===== config.mk =====
export PLATFORM = sky130hd
export DESIGN_NAME = pc_sequencer
export DESIGN_NICKNAME = d
export VERILOG_FILES = /design/src/rtl/pc_sequencer_pkg.sv /design/src/rtl/pc_sequencer_return_stack.sv /design/src/rtl/pc_sequencer.sv
export SDC_FILE = /design/constraint.sdc
export NUM_CORES = 1
export LEC_CHECK = 0
export ABC_AREA = 1
export BUFFER_PORTS_ARGS = -buffer_cell sky130_fd_sc_hd__buf_2
export CORE_MARGIN = 2
export CORE_UTILIZATION = 46
export DETAILED_ROUTE_END_ITERATION = 10
export PLACE_DENSITY = 0.69
export SLEW_MARGIN = 20
export SYNTH_ARGS = -nofsm -noshare
export SYNTH_HDL_FRONTEND = slang
export SYNTH_SLANG_ARGS = --single-unit

===== constraint.sdc =====
create_clock -name clk -period 3.64 [get_ports clk]
set_input_delay 0.728 -clock clk [delete_from_list [all_inputs] [get_ports clk]]
set_output_delay 0.728 -clock clk [all_outputs]
set_load 0.02 [all_outputs]

===== src/rtl/pc_sequencer_pkg.sv =====
// Shared definitions for the PC sequencer: core-wide PC defaults, FSM state
// encoding and the redirect priority used when a fetch is acknowledged.
package pc_sequencer_pkg;

    // Core-wide defaults, shared with the PC Adder.
    localparam int          PC_W_DEF         = 8;
    localparam logic [7:0]  RESET_VECTOR_DEF = 8'h00;

    typedef enum logic [1:0] {
        ST_BOOT  = 2'd0,
        ST_FETCH = 2'd1,
        ST_STALL = 2'd2,
        ST_ERR   = 2'd3
    } seqStateT;

    // Redirect kinds, highest priority first: RET > CALL > BRANCH > SEQ.
    typedef enum logic [1:0] {
        REDIR_SEQ    = 2'd0,
        REDIR_BRANCH = 2'd1,
        REDIR_CALL   = 2'd2,
        REDIR_RET    = 2'd3
    } redirT;

    // Resolve the redirect lines of an acknowledged fetch into a single kind.
    function automatic redirT redirSelect(input logic ret, input logic call,
                                          input logic branch);
        if (ret)         return REDIR_RET;
        else if (call)   return REDIR_CALL;
        else if (branch) return REDIR_BRANCH;
        else             return REDIR_SEQ;
    endfunction

endpackage


===== src/rtl/pc_sequencer_return_stack.sv =====
// Hardware return stack: small LIFO of return addresses with full/empty
// status, same-cycle overflow/underflow detection and a sticky error flag.
// An overflowing push or underflowing pop leaves the contents untouched.
module pc_return_stack
    import pc_sequencer_pkg::*;
#(
    parameter int PC_W        = PC_W_DEF,
    parameter int STACK_DEPTH = 4
) (
    input  logic            clk,
    input  logic            rst,
    input  logic            push,
    input  logic            pop,
    input  logic [PC_W-1:0] pushData,
    output logic [PC_W-1:0] top,
    output logic            full,
    output logic            empty,
    output logic            opErr,
    output logic            err
);
    localparam int AW = $clog2(STACK_DEPTH);
    localparam int CW = AW + 1;

    logic [PC_W-1:0] mem [STACK_DEPTH];
    logic [CW-1:0]   cnt;
    logic [AW-1:0]   wrIdx;
    logic [AW-1:0]   topIdx;

    assign full   = (cnt == CW'(STACK_DEPTH));
    assign empty  = (cnt == '0);
    assign wrIdx  = cnt[AW-1:0];
    assign topIdx = cnt[AW-1:0] - AW'(1);
    assign top    = mem[topIdx];
    // Flags the offending operation in the same cycle so the FSM can divert.
    assign opErr  = (push && full) || (pop && empty);

    // Entry storage; written only on a legal push.
    always_ff @(posedge clk) begin
        if (push && !full) mem[wrIdx] <= pushData;
    end

    // Occupancy counter and sticky error flag.
    always_ff @(posedge clk) begin
        if (rst) begin
            cnt <= '0;
            err <= 1'b0;
        end else begin
            if (push && !full)       cnt <= cnt + CW'(1);
            else if (pop && !empty)  cnt <= cnt - CW'(1);
            if (opErr)               err <= 1'b1;
        end
    end

endmodule


===== src/rtl/pc_sequencer.sv =====
// Program counter and fetch sequencer. Drives the external PC Adder with
// PC and +1, issues fetch requests with a req/ack handshake and applies
// return/call/branch redirects on the acknowledged cycle.
module pc_sequencer
    import pc_sequencer_pkg::*;
#(
    parameter int              PC_W         = PC_W_DEF,
    parameter logic [PC_W-1:0] RESET_VECTOR = PC_W'(RESET_VECTOR_DEF),
    parameter int              STACK_DEPTH  = 4
) (
    input  logic            clk,
    input  logic            rst,
    input  logic            iStall,
    input  logic            iFetchAck,
    input  logic            iBranch,
    input  logic            iCall,
    input  logic            iRet,
    input  logic [PC_W-1:0] iTarget,
    output logic [PC_W-1:0] oAdderA,
    output logic [PC_W-1:0] oAdderB,
    input  logic [PC_W-1:0] iAdderSum,
    output logic [PC_W-1:0] oPC,
    output logic            oFetchReq,
    output logic            oInstrValid,
    output logic            oStackErr
);
    seqStateT        state, stateNext;
    logic [PC_W-1:0] pc, pcNext;
    logic            instrValidNext;
    logic            push, pop;
    logic [PC_W-1:0] stackTop;
    logic            stackFull, stackEmpty, stackOpErr;
    redirT           redir;

    assign oAdderA = pc;
    assign oAdderB = PC_W'(1);
    assign oPC     = pc;
    assign redir   = redirSelect(iRet, iCall, iBranch);

    pc_return_stack #(
        .PC_W       (PC_W),
        .STACK_DEPTH(STACK_DEPTH)
    ) uStack (
        .clk     (clk),
        .rst     (rst),
        .push    (push),
        .pop     (pop),
        .pushData(iAdderSum),
        .top     (stackTop),
        .full    (stackFull),
        .empty   (stackEmpty),
        .opErr   (stackOpErr),
        .err     (oStackErr)
    );

    // Next state, next PC and stack operation for the current cycle.
    always_comb begin
        stateNext      = state;
        pcNext         = pc;
        instrValidNext = 1'b0;
        push           = 1'b0;
        pop            = 1'b0;
        case (state)
            ST_BOOT: stateNext = ST_FETCH;
            ST_FETCH: begin
                if (iFetchAck) begin
                    instrValidNext = 1'b1;
                    case (redir)
                        REDIR_RET: begin
                            pop    = 1'b1;
                            pcNext = stackTop;
                        end
                        REDIR_CALL: begin
                            push   = 1'b1;
                            pcNext = iTarget;
                        end
                        REDIR_BRANCH: pcNext = iTarget;
                        default:      pcNext = iAdderSum;
                    endcase
                    // A stack fault freezes the PC and parks the sequencer.
                    if (stackOpErr) begin
                        pcNext    = pc;
                        stateNext = ST_ERR;
                    end else begin
                        stateNext = iStall ? ST_STALL : ST_FETCH;
                    end
                end else if (iStall) begin
                    stateNext = ST_STALL;
                end
            end
            ST_STALL: if (!iStall) stateNext = ST_FETCH;
            default:  stateNext = ST_ERR;
        endcase
    end

    // State, PC and registered handshake outputs.
    always_ff @(posedge clk) begin
        if (rst) begin
            state       <= ST_BOOT;
            pc          <= RESET_VECTOR;
            oFetchReq   <= 1'b0;
            oInstrValid <= 1'b0;
        end else begin
            state       <= stateNext;
            pc          <= pcNext;
            oFetchReq   <= (stateNext == ST_FETCH);
            oInstrValid <= instrValidNext;
        end
    end

endmodule


# Word-level counts from Yosys, hierarchy flattened
# Memories as Yosys holds them, arrays and structs flattened.
# Cells that the tools add are included.
[totals]
regBits = 16
latchBits = 0
ram_bits = 32
mem_bits_ro = 0
in_bits = 23
output_inout_bits = 27
n_memories = 1
[classes]
add_sub_neg = 3
n_mul = 0
div = 0
magnitude_cmp = 0
n_eq_ne = 7
shift = 0
mux = 21
n_bitwise = 2
reduce_logical = 13
[mem_list]
columns = ["memory", "words", "word_bits", "read_ports", "rd_clocked_by_memory_dff", "write_ports", "line", "source"]
rows = [
  ["uStack.mem", 4, 8, 1, 0, 1, "pc_sequencer_return_stack.sv:24", "logic [PC_W-1:0] mem [STACK_DEPTH];"],
]
[ops]
columns = ["op", "count"]
rows = [
  ["$pmux 8 s2", 1],
  ["$mux 2", 7],
  ["$mux 1", 10],
  ["$eq 2x1->1 const B", 3],
  ["$eq 2x2->1 const B", 3],
  ["$mux 3", 2],
  ["$pmux 2 s3", 1],
  ["$logic_and 1x1->1", 4],
  ["$reduce_or 2->1", 2],
  ["$add 3x1->3 const B", 1],
  ["$eq 3x3->1 const B", 1],
  ["$logic_not 3->1", 1],
  ["$reduce_and 3->1", 1],
  ["$sub 3x1->3 const B", 1],
  ["$logic_not 1->1", 2],
  ["$logic_not 2->1", 1],
  ["$not 1->1", 2],
  ["$reduce_bool 2->1", 1],
  ["$sub 2x1->2 const B", 1],
  ["$logic_or 1x1->1", 1],
]

# Depth between registers and ports, before layout
# Gate-level depths: netlist (run 1).
[depth]
depth_word = 13
depth_mapped = 13
mapped_depth_nobuf = 12

# Hierarchy
# A second synthesis (run 1) with hierarchy kept.
[hier_totals]
hier_cells = 269
area_unflattened_um2 = 2387.3
[modules_own_cells]
columns = ["module", "instances", "cells_per_inst", "area_per_inst_um2", "seq_area_each_um2"]
rows = [
  ["pc_return_stack", 1, 121, 1493.9, 1041.0],
  ["pc_sequencer", 1, 148, 893.4, 240.2],
]

# Worst setup path after synthesis (run 1)
# OpenSTA, ideal clock, no wires.
[synth_timing]
path_kind = "input port to flip-flop"
startpoint = "in iCall"
endpoint = "reg uStack.cnt[2]"
setup_time_ps = 115
t_arrival_ps = 2183
setup_slack_ps = 1342
cell_stages = 10
path_cell_list = "inv_1 a21oi_1 ha_1 nand2_1 nor2_2 nand2_2 fa_1 or2_1 a21oi_1 nor2_1"
[synth_via]
elab_chain_len = 8
elab_cells_between_ends = 14
classes_between = "2 x eq/ne; 9 x mux; 3 x reduce/logical"
[synth_rtl]
columns = ["item", "line", "source"]
rows = [
  ["from (decl)", "pc_sequencer.sv:16", "input logic iCall,"],
  ["$mux 2 *", "pc_sequencer_pkg.sv:28", "else if (call) return REDIR_CALL;"],
  ["$mux 2 *", "pc_sequencer_pkg.sv:27", "if (ret) return REDIR_RET;"],
  ["$eq 2x2->1", "pc_sequencer.sv:68", "case (redir)"],
  ["$mux 1", "pc_sequencer.sv:68", ""],
  ["$mux 1", "pc_sequencer.sv:66", "if (iFetchAck) begin"],
  ["$mux 1", "pc_sequencer.sv:63", "case (state)"],
  ["$logic_and 1x1->1 (on tied branches)", "pc_sequencer_return_stack.sv:48, pc_sequencer_return_stack.sv:49", ""],
  ["$mux 3 or $reduce_bool 2->1 (tied branches)", "-", ""],
  ["to (signal assigned)", "pc_sequencer_return_stack.sv:48", "if (push && !full) cnt <= cnt + CW'(1);"],
  ["to (signal assigned)", "pc_sequencer_return_stack.sv:49", "else if (pop && !empty) cnt <= cnt - CW'(1);"],
  ["to (decl)", "pc_sequencer_return_stack.sv:25", "logic [CW-1:0] cnt;"],
]
# Every way passes the cells marked *; elsewhere a longest branch is shown, timed or not.
# A chain may end at the register's enable or synchronous reset.

# Worst setup path in the final report (run 1)
[layout_timing]
startpoint = "reg uStack.cnt[0]"
endpoint = "reg uStack.cnt[2]"
[layout_via]
elab_chain_len = 4
elab_cells_between_ends = 11
classes_between = "2 x add/sub; 1 x eq/ne; 2 x mux; 6 x reduce/logical"
[layout_rtl]
columns = ["item"]
rows = [
  ["branches (longest 4 deep; another with $sub 3x1->3)"],
]
# Several ways; the timed one is not identified. The select of a mux whose other input is x is not followed.

==> run metrics, run 1 <==
status=finished clean; Fin. Hold Viols=0; global-route wire length before repair=7630 um; fin crit period=2.65 ns; number of global-route vias before repair=1,650; synthesized cell area=2400 um2; post-synthesis cell type count=27; Post-DRT Antenna Nets=0; initial cell density of the core=0.474; startpoint types=flop; HPWL Detailed=3340 um; post-synth top area share=0.400; layout cell share with drive strength beyond 1=0.252; Clock Root Buffer=clkbuf_8; post-synthesis cell count=259; DRC violations left=0; fin crit share=0.729; WS Path Type=flop to flop; antenna violations before repair=0; Reg2Reg Depth=8; routed len/inst=12.4 um; TritonRoute pass-1 iters=4; final wirelength=4450 um; largest area contributor in the synthesized netlist=edfxtp_1; Clock Skew=0.00451 ns; CTS Buf Count=5; Cells after DPL=352; Die Y=76.3 um; drt initial violations=69; Leakage=1.15 nW; PortBufs=41; worst hold path type=flop to flop; CTS Buffer Depth=2; DIE AREA=5820 um2; grt ovf=0; CTS Hold Bufs=0; CP endpoint kind=flop; Final GP Congestion=0.803; RSZ-0062 raised after global routing=false; Fmax=377 MHz; clock sinks=48; post-synthesis area per instance=9.28 um2; Req. time, crit path=3.84 ns; post-CTS sizing=0; via count=1,752; Max Slew Vio Count=0; DIE WIDTH=76.3 um; worst-path fanout max=22; CTS tree=done; clock slew at reported path FFs=0.08 ns; Max Cap Violations=0; Power Density=404 nW/um2; Yosys warning count=0; num rows=26; ant diodes=0; H-tree depth=2; Hold Crit Depth=2; Setup TNS Final=0 ns; Post-CTS Setup Inserts=0; nets=320; routed vias/inst=4.87; Least-Margin Pin Slew=0.788 ns; Worst-Skew Late Latency=0.30 ns; Layout area overhead=9.11%; Yosys reg bits=48; largest net degree at the start of global routing=23; Cell Count, Final, Fillers Out=360; Worst VDD drop=200 uV; I/O pin cnt=50; max_slew headroom=0.474; Final Setup Violations=0; Core Box Area=5070 um2; Tot GR Track Use=0.164; Seq/Total Area, Yosys=0.533; Critical Path AT=2.85 ns; Synth area leaders=edfxtp_1, dfxtp_1, nand2_1
[layer usage]
layer  track usage  up-vias  wire, um
met5             0        -         0
met4        0.0545        0        56
met3        0.0474        8       297
met2         0.278       50      2150
met1         0.202      817      1950
li1              -      877         -
[placed cells by master (no fill, tap or decap), drive strengths merged, types with 2 or more instances in the layout]
| cell type | count |
|---|---|
| nand2 | 69 |
| buf | 41 |
| edfxtp | 32 |
| nand3 | 28 |
| nor2 | 28 |
| inv | 23 |
| a21oi | 21 |
| dfxtp | 16 |
| conb | 8 |
| ha | 7 |
| clkbuf | 6 |
| o21ai | 4 |
| clkinv | 2 |
[sequential cells by signal, indices dropped and copies added, names as in the netlist]
| signal | cells |
|---|---|
| uStack.mem | 32 |
| uStack.cnt | 3 |
| oInstrValid | 1 |
| oFetchReq | 1 |
| uStack.err | 1 |
| state | 2 |
| oAdderA | 8 |
[metrics by stage]
stage	setup WS, ns	utilization	instance area [um2]	total power [mW]	hold WS (ns)
after floorplan	1.34	-	2430	0.746	0.496
after detailed placement	1.01	0.501	2540	0.779	0.459
after global routing	0.754	0.517	2620	1.11	0.502
final	0.987	0.517	2620	1.06	0.477
after global placement	1.12	0.501	2540	0.777	0.459
after CTS	0.996	0.517	2620	1.07	0.482
[worst paths after layout]
check                                                 from                          to  slack (ns)
worst max register to register  uStack.cnt[0]$_SDFFE_PP0P_  uStack.cnt[2]$_SDFFE_PP0P_        0.99
worst min-delay path               uStack.err$_SDFFE_PP0P_     uStack.err$_SDFFE_PP0P_        0.48
worst min register to register     uStack.err$_SDFFE_PP0P_     uStack.err$_SDFFE_PP0P_        0.48
worst max-delay path            uStack.cnt[0]$_SDFFE_PP0P_  uStack.cnt[2]$_SDFFE_PP0P_        0.99
[cells by family (layout without fill, tap and decap cells)]
logic type                 after synthesis  in the layout  share of synthesized area
and+or+nand+nor                        128            128                      0.242
DFF                                     48             48                      0.533
buffers and inverters                   47             72                      0.109
AOI/OAI and AO/OA                       26             26                     0.0676
adders and majority gates                8              8                     0.0447
other                                    2              8                    0.00312
[worst max-delay path, stage by stage, from the launching register on]
cell and delay, ns:
dfxtp_1 0.84, inv_2 0.31, ha_1 0.30, nand2_1 0.10, nand2_2 0.13, fa_1 0.41, or2_1 0.26, a21oi_1 0.14
nor2_1 0.06
[Yosys cell counts]
cell type  number
conb_1          2
dfxtp_1        16
buf_12          1
nand2_1        60
buf_4          18
nand2_4         1
inv_2           2
clkbuf_1        3
o211ai_1        1
edfxtp_1       32
ha_1            7
nand3_2         1
fa_1            1
a21oi_2         8
nand3b_1        1
nand2_2         8
inv_1          21
nand3_1        26
o21ai_0         3
or2_1           1
o21ai_1         1
nor2_1         22
nor2_2          6
nor3_1          1
a21oi_1        13
buf_2           2
nand3_4         1
[power breakdown]
group / internal, mW / leakage (nW) / switching [mW]
clock: 0.131 / 0.0403 / 0.163
sequential: 0.593 / 0.419 / 0.0127
combinational: 0.0531 / 0.691 / 0.107
total: 0.778 / 1.15 / 0.282
[layout make-up]
| type | instances | area (um2) |
|---|---|---|
| fill | 475 | 2450 |
| sequential | 48 | 1280 |
| multi-input combinational | 170 | 883 |
| timing repair buffer | 41 | 205 |
| tap | 70 | 87.6 |
| inverter | 23 | 86.3 |
| clock buffer | 6 | 72.6 |
| clock inverter | 2 | 7.51 |
Power figures use the tool's default switching activity.
==> inputs of run 2 (changes only) <==
- clock period: 3.64 -> 2.6 ns (I/O delays scaled with it)
==> run metrics, run 2 (synthesized netlist as in run 1, its figures left out) <==
Core Box Area=5070 um2; startpoint types=input pin; via count=1,766; Req. time, crit path=2.81 ns; Post-DRT Antenna Nets=0; Largest Register=uStack.mem; crit path cell chain=buf_2 -> inv_1 -> a21oi_1 -> ha_1 -> nand2_1 -> nor2_2 -> nand2_2 -> fa_1 -> or2_1 -> a21oi_1 -> nor2_1; Critical Path AT=2.21 ns; cell internal pwr=1.29 mW; Max Slew Vio Count=0; GR peak layer=met2; DIE AREA=5820 um2; most frequent cells in the layout=nand2_1, buf_2, edfxtp_1; worst hold path type=input pin to flop; DIE WIDTH=76.3 um; pre-CTS setup slack=0.265 ns; Critical Path Start=iCall; status=finished clean; Fin. Hold Viols=0; Cell Count, Final, Fillers Out=365; CTS tree=done; number of flip-flops in the largest register=32; Die Y=76.3 um; RSZ-0062 raised after global routing=false; grt ovf=0; Post-CTS Setup Inserts=0; commonest non-fill, non-tap cell in the layout=nand2_1; initial cell density of the core=0.474; Worst Min Path Start=iAdderSum[1]; Setup TNS Final=0 ns; met2 GRT Util=0.293; Comb pwr share=0.136; clock sinks=48; Hold Crit Depth=1; Final GP Congestion=0.839; largest net degree at the start of global routing=22; CP most frequent cell=a21oi_1; HPWL Detailed=3410 um; post-CTS sizing=0; Filler cells=485; worst-path fanout max=8; TritonRoute pass-1 iters=4; CP endpoint kind=flop; Cells after DPL=357; Layout area overhead=13.1%; reg2reg setup slack=0.64 ns; fin crit period=2.00 ns; num rows=26; WS Path Type=input pin to flop; Worst VDD drop=281 uV; routed len/inst=13.1 um; clock slew at reported path FFs=0.09 ns; reg-to-reg endpoint=uStack.cnt[2]$_SDFFE_PP0P_; PortBufs=41; clock network fraction of design power=0.376; Clock Root Buffer=clkbuf_8; Worst-Skew Late Latency=0.31 ns; CTS Buf Count=5; Leakage=1.21 nW; I/O pin cnt=50; global-route wire length before repair=7910 um; r2r startpoint=uStack.cnt[0]$_SDFFE_PP0P_; Reg2Reg Depth=8; Power Density=636 nW/um2; area of the multi-input gates=883 um2; final wirelength=4790 um; Tot GR Track Use=0.173; hold endpoint=uStack.mem[2][1]$_DFFE_PP_; Sw Ratio=0.251; number of global-route vias before repair=1,658; H-tree depth=2; register area=1280 um2; sequential share of power=0.488; nets=325; drt initial violations=90; Max Cap Violations=0; worst setup margin=0.603 ns; antenna violations before repair=0; routed vias/inst=4.84; Clock Skew=0.00802 ns; max incr delay on CP=0.40 ns; Final Setup Violations=0; CTS Buffer Depth=2; GR Util met1=0.218; Final Power=1.73 mW; fin crit share=0.768; layout cell share with drive strength beyond 1=0.275; grt met3 use=0.0391; CTS Hold Bufs=0; Fmax=501 MHz; Worst path slowest cell=fa_1; ant diodes=0; Psw=434 uW; DRC violations left=0
## run 2: cell count changes in the layout (fill, tap and decap cells not counted), sizes merged
cell    previous run  this run
buf               41        46
inv               23        24
clkbuf             6         5
clkinv             2         0
bufinv             0         2
## run 2: metrics by stage
step / instance area (um2) / hold WS (ns) / utilization
final: 2720 / 0.450 / 0.536
after global placement: 2580 / 0.460 / 0.509
after floorplan: 2430 / 0.496 / -
after CTS: 2720 / 0.441 / 0.536
after global routing: 2720 / 0.444 / 0.536
after detailed placement: 2580 / 0.461 / 0.509
## run 2: power by group through the flow
stage / Sequential (mW) / Clock (mW) / Combinational (mW)
floorplan: 0.874 / 0 / 0.171
global placement: 0.861 / 0 / 0.232
detailed placement: 0.861 / 0 / 0.235
CTS: 0.844 / 0.664 / 0.236
global route: 0.847 / 0.690 / 0.262
finish: 0.844 / 0.649 / 0.235
## run 2: critical path: cells and delay by family
family                   cells  cell delay, ns
adder cells (fa/ha/maj)      2            0.59
buffers and inverters        2            0.12
AO/OA/AOI/OAI                2            0.35
AND/OR/NAND/NOR              5            0.63
## run 2: area by class of cell
type                            count  share of cell area
Timing Repair Buffer               46              0.0893
Multi-Input combinational cell    170               0.325
Inverter                           23              0.0318
Clock buffer                        5              0.0253
Clock inverter                      3              0.0253
Tap cell                           70              0.0322
Sequential cell                    48               0.471
## run 2: worst max path at each step
stage | slack (ns) | to
final | 0.60 | uStack.cnt[2]$_SDFFE_PP0P_
after global routing | 0.44 | uStack.cnt[2]$_SDFFE_PP0P_
after CTS | 0.60 | uStack.cnt[2]$_SDFFE_PP0P_
after detailed placement | 0.26 | uStack.cnt[2]$_SDFFE_PP0P_
after global placement | 0.34 | uStack.cnt[2]$_SDFFE_PP0P_
after floorplan | 0.48 | uStack.cnt[2]$_SDFFE_PP0P_
## run 2: layer usage
metal	share of wire	wire [um]
met5	0	0
met4	0.017	81
met3	0.039	189
met2	0.48	2310
met1	0.46	2210
